[config.mk]
export PLATFORM = sky130hd
export DESIGN_NAME = uart_autobaud
export DESIGN_NICKNAME = d
export VERILOG_FILES = /design/src/rtl/uart_autobaud.sv
export SDC_FILE = /design/constraint.sdc
export NUM_CORES = 1
export LEC_CHECK = 0
export ABC_AREA = 1
export BUFFER_PORTS_ARGS = -buffer_cell sky130_fd_sc_hd__buf_2
export CELL_PAD_IN_SITES_DETAIL_PLACEMENT = 1
export CELL_PAD_IN_SITES_GLOBAL_PLACEMENT = 2
export CORE_UTILIZATION = 35
export CTS_CLUSTER_DIAMETER = 80
export DETAILED_ROUTE_END_ITERATION = 10
export GPL_TIMING_DRIVEN = 0
export PLACE_DENSITY_LB_ADDON = 0.1
export SLEW_MARGIN = 20
export SYNTH_ARGS = -nofsm -noshare
export SYNTH_HDL_FRONTEND = slang
export SYNTH_SLANG_ARGS = --single-unit
[constraint.sdc]
create_clock -name clock -period 5.1 [get_ports clock]
set_input_delay 0.51 -clock clock [delete_from_list [all_inputs] [get_ports clock]]
set_output_delay 0.51 -clock clock [all_outputs]
set_load 0.02 [all_outputs]
[src/rtl/uart_autobaud.sv]
// ============================================================================
// Module   : uart_autobaud
// Purpose  : Measures the bit widths of a 0x55 sync character on the serial
//            rx line and reports the matching 2-bit baud_rate code. This is the
//            same encoding that baud_gen.baud_rate uses. Lock is taken once
//            per rearm.
// Options  : AUTOBAUD_RETRY_EN - when defined, a failed detection returns to
//            WAIT_IDLE on the next cycle, so detection retries on its own.
//            When undefined, ERROR holds until rearm or reset.
// Revision : 1.0 - initial release
// ============================================================================
`default_nettype none

module uart_autobaud #(
  parameter int unsigned CNT_W   = 15,
  parameter int unsigned MIN_BIT = 1302,
  parameter int unsigned TH_19K2 = 3906,
  parameter int unsigned TH_9K6  = 7812,
  parameter int unsigned TH_4K8  = 15625,
  parameter int unsigned MAX_BIT = 31250
) (
  input  logic       clock,
  input  logic       rst,
  input  logic       rx,
  input  logic       rearm,
  output logic [1:0] baud_rate,
  output logic       locked,
  output logic       busy,
  output logic       det_error
);

  // Thresholds at counter width, so every compare is an unsigned compare
  // between equal-width operands.
  localparam logic [CNT_W-1:0] MIN_V   = CNT_W'(MIN_BIT);
  localparam logic [CNT_W-1:0] T19_V   = CNT_W'(TH_19K2);
  localparam logic [CNT_W-1:0] T96_V   = CNT_W'(TH_9K6);
  localparam logic [CNT_W-1:0] T48_V   = CNT_W'(TH_4K8);
  localparam logic [CNT_W-1:0] MAX_V   = CNT_W'(MAX_BIT);
  localparam logic [CNT_W-1:0] CNT_TOP = '1;
  localparam logic [CNT_W-1:0] CNT_ONE = CNT_W'(1);
  localparam logic [3:0]       LAST_IDX = 4'd8;

  typedef enum logic [2:0] {
    S_WAIT_IDLE = 3'd0,
    S_IDLE      = 3'd1,
    S_MEASURE   = 3'd2,
    S_LOCKED    = 3'd3,
    S_ERROR     = 3'd4
  } state_t;

  state_t           state;
  logic             sync1;
  logic             sync2;
  logic             rx_dly;
  logic             rx_edge;
  logic             rx_fall;
  logic [CNT_W-1:0] cnt;
  logic [3:0]       idx;
  logic [1:0]       cand;
  logic [1:0]       cls_code;
  logic             cls_err;
  logic             idle_ok;
  logic             mismatch;

  // Two-flop synchronizer followed by a delay flop for edge detection.
  always_ff @(posedge clock or negedge rst) begin
    if (!rst) begin
      sync1  <= 1'b1;
      sync2  <= 1'b1;
      rx_dly <= 1'b1;
    end else begin
      sync1  <= rx;
      sync2  <= sync1;
      rx_dly <= sync2;
    end
  end

  // An edge is any difference between the two most recent synced samples.
  assign rx_edge = sync2 ^ rx_dly;
  assign rx_fall = rx_dly & ~sync2;

  // Edge-to-edge width counter: the value seen on an edge is the pulse width.
  always_ff @(posedge clock or negedge rst) begin
    if (!rst) begin
      cnt <= '0;
    end else if (rx_edge) begin
      cnt <= CNT_ONE;
    end else if (cnt != CNT_TOP) begin
      cnt <= cnt + CNT_ONE;
    end
  end

  // Map the current width onto a rate code. The checks are ordered from the
  // narrowest width to the widest.
  always_comb begin
    cls_err  = 1'b0;
    cls_code = 2'b00;
    if (cnt < MIN_V) begin
      cls_err = 1'b1;
    end else if (cnt < T19_V) begin
      cls_code = 2'b11;
    end else if (cnt < T96_V) begin
      cls_code = 2'b10;
    end else if (cnt < T48_V) begin
      cls_code = 2'b01;
    end else if (cnt <= MAX_V) begin
      cls_code = 2'b00;
    end else begin
      cls_err = 1'b1;
    end
  end

  // The counter doubles as the idle-high timer. It restarts on every edge,
  // so a high line with a count of at least MIN_BIT has been quiet long enough.
  assign idle_ok  = sync2 & ~rx_edge & (cnt >= MIN_V);

  // After the first pulse, every pulse must fall in the same rate class.
  assign mismatch = (idx != 4'd0) && (cls_code != cand);

  // Detection state machine. All outputs are registered here.
  always_ff @(posedge clock or negedge rst) begin
    if (!rst) begin
      state     <= S_WAIT_IDLE;
      idx       <= 4'd0;
      cand      <= 2'b00;
      baud_rate <= 2'b10;
      locked    <= 1'b0;
      busy      <= 1'b0;
      det_error <= 1'b0;
    end else begin
      det_error <= 1'b0;
      if (rearm) begin
        // rearm takes priority over any edge or lock in the same cycle.
        state  <= S_WAIT_IDLE;
        locked <= 1'b0;
        busy   <= 1'b0;
      end else begin
        case (state)
          S_WAIT_IDLE: begin
            if (idle_ok) begin
              state <= S_IDLE;
            end
          end
          S_IDLE: begin
            if (rx_fall) begin
              state <= S_MEASURE;
              idx   <= 4'd0;
              busy  <= 1'b1;
            end
          end
          S_MEASURE: begin
            if (rx_edge) begin
              if (cls_err || mismatch) begin
                state     <= S_ERROR;
                busy      <= 1'b0;
                det_error <= 1'b1;
              end else begin
                if (idx == 4'd0) begin
                  cand <= cls_code;
                end
                idx <= idx + 4'd1;
                if (idx == LAST_IDX) begin
                  baud_rate <= cls_code;
                  locked    <= 1'b1;
                  busy      <= 1'b0;
                  state     <= S_LOCKED;
                end
              end
            end else if (cnt > MAX_V) begin
              // The line has been quiet longer than the slowest legal bit.
              state     <= S_ERROR;
              busy      <= 1'b0;
              det_error <= 1'b1;
            end
          end
          S_LOCKED: begin
            state <= S_LOCKED;
          end
          S_ERROR: begin
`ifdef AUTOBAUD_RETRY_EN
            state <= S_WAIT_IDLE;
`else
            state <= S_ERROR;
`endif
          end
          default: begin
            state <= S_WAIT_IDLE;
          end
        endcase
      end
    end
  end

endmodule

`default_nettype wire
==> qor.txt <==
Static leakage -> 1.13 nW
Pwr Total -> 0.714 mW
Max-Cap Viols -> 0
Most frequent cells in the layout -> nand2_1, inv_1, nor2_1
Worst VDD drop -> 168 uV
Status -> completed
Setup ws final -> 2.98 ns
Slew @ Worst Pin -> 0.771 ns
Initial DRC count -> 100
Number of global-route vias before repair -> 1808
CTS tree -> built
RSZ-0062 raised after global routing -> false
Fill count -> 727
Area after DPL -> 2160 sq um
Min Tclk post-route -> 2.12 ns
I/O pin cnt -> 9
Mean Syn Cell Area -> 7.39 sq um
Row count -> 27
Min Hold Slack -> 0.287 ns
DP Worst Slack -> 3.00 ns
Via Count -> 1837
Area share of the largest cell type after synthesis -> 34.5%
Clock sink total -> 32
Cts repair resizes -> 0
Clk_lat worst skew -> 0.29 ns
Grt total ovfl -> 0
DRC viols -> 0
Setup TNS -> 0 ns
Critical path class -> flip-flop to flip-flop
Synth area leader -> dfrtp_1
Max Slew Vio Count -> 0
Crit. End Element -> flip-flop
Starting Density -> 36.7%
Post-synth EDFFs -> 0
Netlist cell types -> 34
Antenna Violating Nets Remaining -> 0
Register Area -> 806 sq um
Setup Fix Bufs, Post-CTS -> 0
Detailed placement HPWL -> 3.87 mm
WL per Instance -> 14.4 microns
Slew headroom -> 48.6%
Y dimension of the die -> 78.2 microns
Max clock buf depth -> 2
Clock transition at the registers of the reported paths -> 0.08 ns
Diodes inserted -> 0
Cell Area, Synth -> 2030 sq um
Yosys warns -> 0
Chip width -> 78.2 microns
Final setup violation count -> 0
Synth Flop Type -> dfrtp_1
Tcrit/Tclk final -> 41.5%
Multi-input gate area -> 1050 sq um
Area Growth Syn to Fin -> 11.9%
Most common cell after layout, fill and taps aside -> nand2_1
Count of state elements after synthesis -> 32
IO buf count -> 8
Initial antenna violation count -> 0
GRT Total Usage -> 19.6%
Share of cells above drive strength 1 -> 15.5%
Gp weighted congestion -> 0.785
DIE AREA -> 6110 sq um
Post-synthesis sequential area ratio -> 39.7%
Cts hold-fix bufs -> 0
H-Tree Depth -> 2
Core ar. -> 5540 sq um
Worst Skew -> 0.00900 ns
Critical Path Start Type -> flip-flop
Critical Path AT -> 2.31 ns
Final Hold Fails -> 0
CP Data Required Time -> 5.29 ns
Hold WC Path Type -> primary input to async pin
Synth top area cells -> dfrtp_1, nand2_1, nand3_1
Cells after Synth -> 275
Layout Nets -> 299
Inserted Clock Buffers -> 5
First-pass GRT wire length -> 9.11 mm
CTS root buf -> clkbuf_8
Post-synthesis async set-or-reset flop share -> 100%
First-pass DRT Iterations -> 4
Largest net degree at the start of global routing -> 33
PD cells -> 314 nW/um^2
Max Clock Freq -> 472 MHz
Via density -> 5.06
Mapped Nets -> 284
Crit path max fanout -> 9
Post-route cell area -> 2270 sq um
Final WL -> 5.21 mm
state kept, by name, indices dropped and copies added, names as in the netlist, 2 cells and up:
| register | flops |
|---|---|
| state | 3 |
| idx | 4 |
| cand | 2 |
| cnt | 15 |
| baud_rate | 2 |
where the power goes:
group,total [mW],switching (mW),internal (mW),leakage (nW)
combinational,0.168,0.116,0.0514,0.646
sequential,0.293,0.0179,0.275,0.425
clock,0.254,0.109,0.145,0.0541
routing by layer:
| metal | vias up | global-route usage (%) | wire length (microns) |
|---|---|---|---|
| li1 | 932 | - | - |
| met1 | 883 | 29.1 | 2770 |
| met2 | 16 | 27.9 | 2210 |
| met3 | 6 | 4.42 | 168 |
| met4 | 0 | 6.30 | 69 |
| met5 | - | 0 | 0 |
stage by stage:
| stage | std cells | utilization, % |
|---|---|---|
| after floorplan | 275 | - |
| after global placement | 355 | 39.0 |
| after detailed placement | 355 | 39.0 |
| after CTS | 363 | 41.0 |
| after global routing | 363 | 41.0 |
| final | 363 | 41.0 |
area by class of cell:
class	count	share of cell area (%)
clock buffers	5	3.03
flip-flops and latches	32	35.4
repair buffers	8	1.76
plain buffers	5	1.16
multi-input cells	198	46.2
clock inverters	3	1.87
inverters	40	6.60
well taps	72	3.96
worst max-delay path: stages, from the launching register on:
cell     delay [ns]
dfrtp_1        0.36
buf_2          0.17
nor2_1         0.21
nand3_1        0.17
nand3_1        0.10
nand2_1        0.07
inv_1          0.09
nand3_1        0.08
nand2_1        0.08
nand3_1        0.09
nand2_2        0.14
nand3_2        0.09
nand2_2        0.13
nand2_4        0.10
nand2_1        0.10
o21ai_2        0.05
logic make-up (layout without fill, tap and decap cells):
family / Yosys count / after routing / share of synthesized area, %
AO/OA/AOI/OAI: 42 / 42 / 12.6
adder cells (fa/ha/maj): 5 / 5 / 3.08
XOR/XNOR: 3 / 3 / 1.29
AND/OR/NAND/NOR: 148 / 148 / 34.7
buffers and inverters: 45 / 61 / 8.68
flip-flops: 32 / 32 / 39.7
cells in the mapped netlist (2+ instances only):
cell type / instances
nand2_1: 62
inv_1: 37
nor2_1: 29
dfrtp_1: 28
nand3_1: 28
a21oi_1: 13
o21ai_0: 13
nand4_1: 8
nand2_2: 6
nor3_1: 6
ha_1: 5
dfstp_2: 4
o21ai_2: 4
a211oi_1: 3
buf_2: 3
xor2_1: 3
a31oi_1: 2
clkinv_1: 2
nand2_4: 2
nor3_2: 2
o21bai_1: 2
worst paths after layout:
path	slack, ns	end	start	depth (start not counted)
min in group clock	0.31	sync1$_DFF_PN1_	rx	1
min reg2reg	0.36	sync2$_DFF_PN1_	sync1$_DFF_PN1_	0
max	2.98	idx[3]$_DFFE_PN0P_	cnt[5]$_DFFE_PN0P_	15
min	0.29	cnt[14]$_DFFE_PN0P_	rst	1
max reg2reg	2.98	idx[3]$_DFFE_PN0P_	cnt[5]$_DFFE_PN0P_	15
max in group asynchronous	4.32	cnt[1]$_DFFE_PN0P_	rst	1
Note: power is estimated with default switching activity, not from simulation.
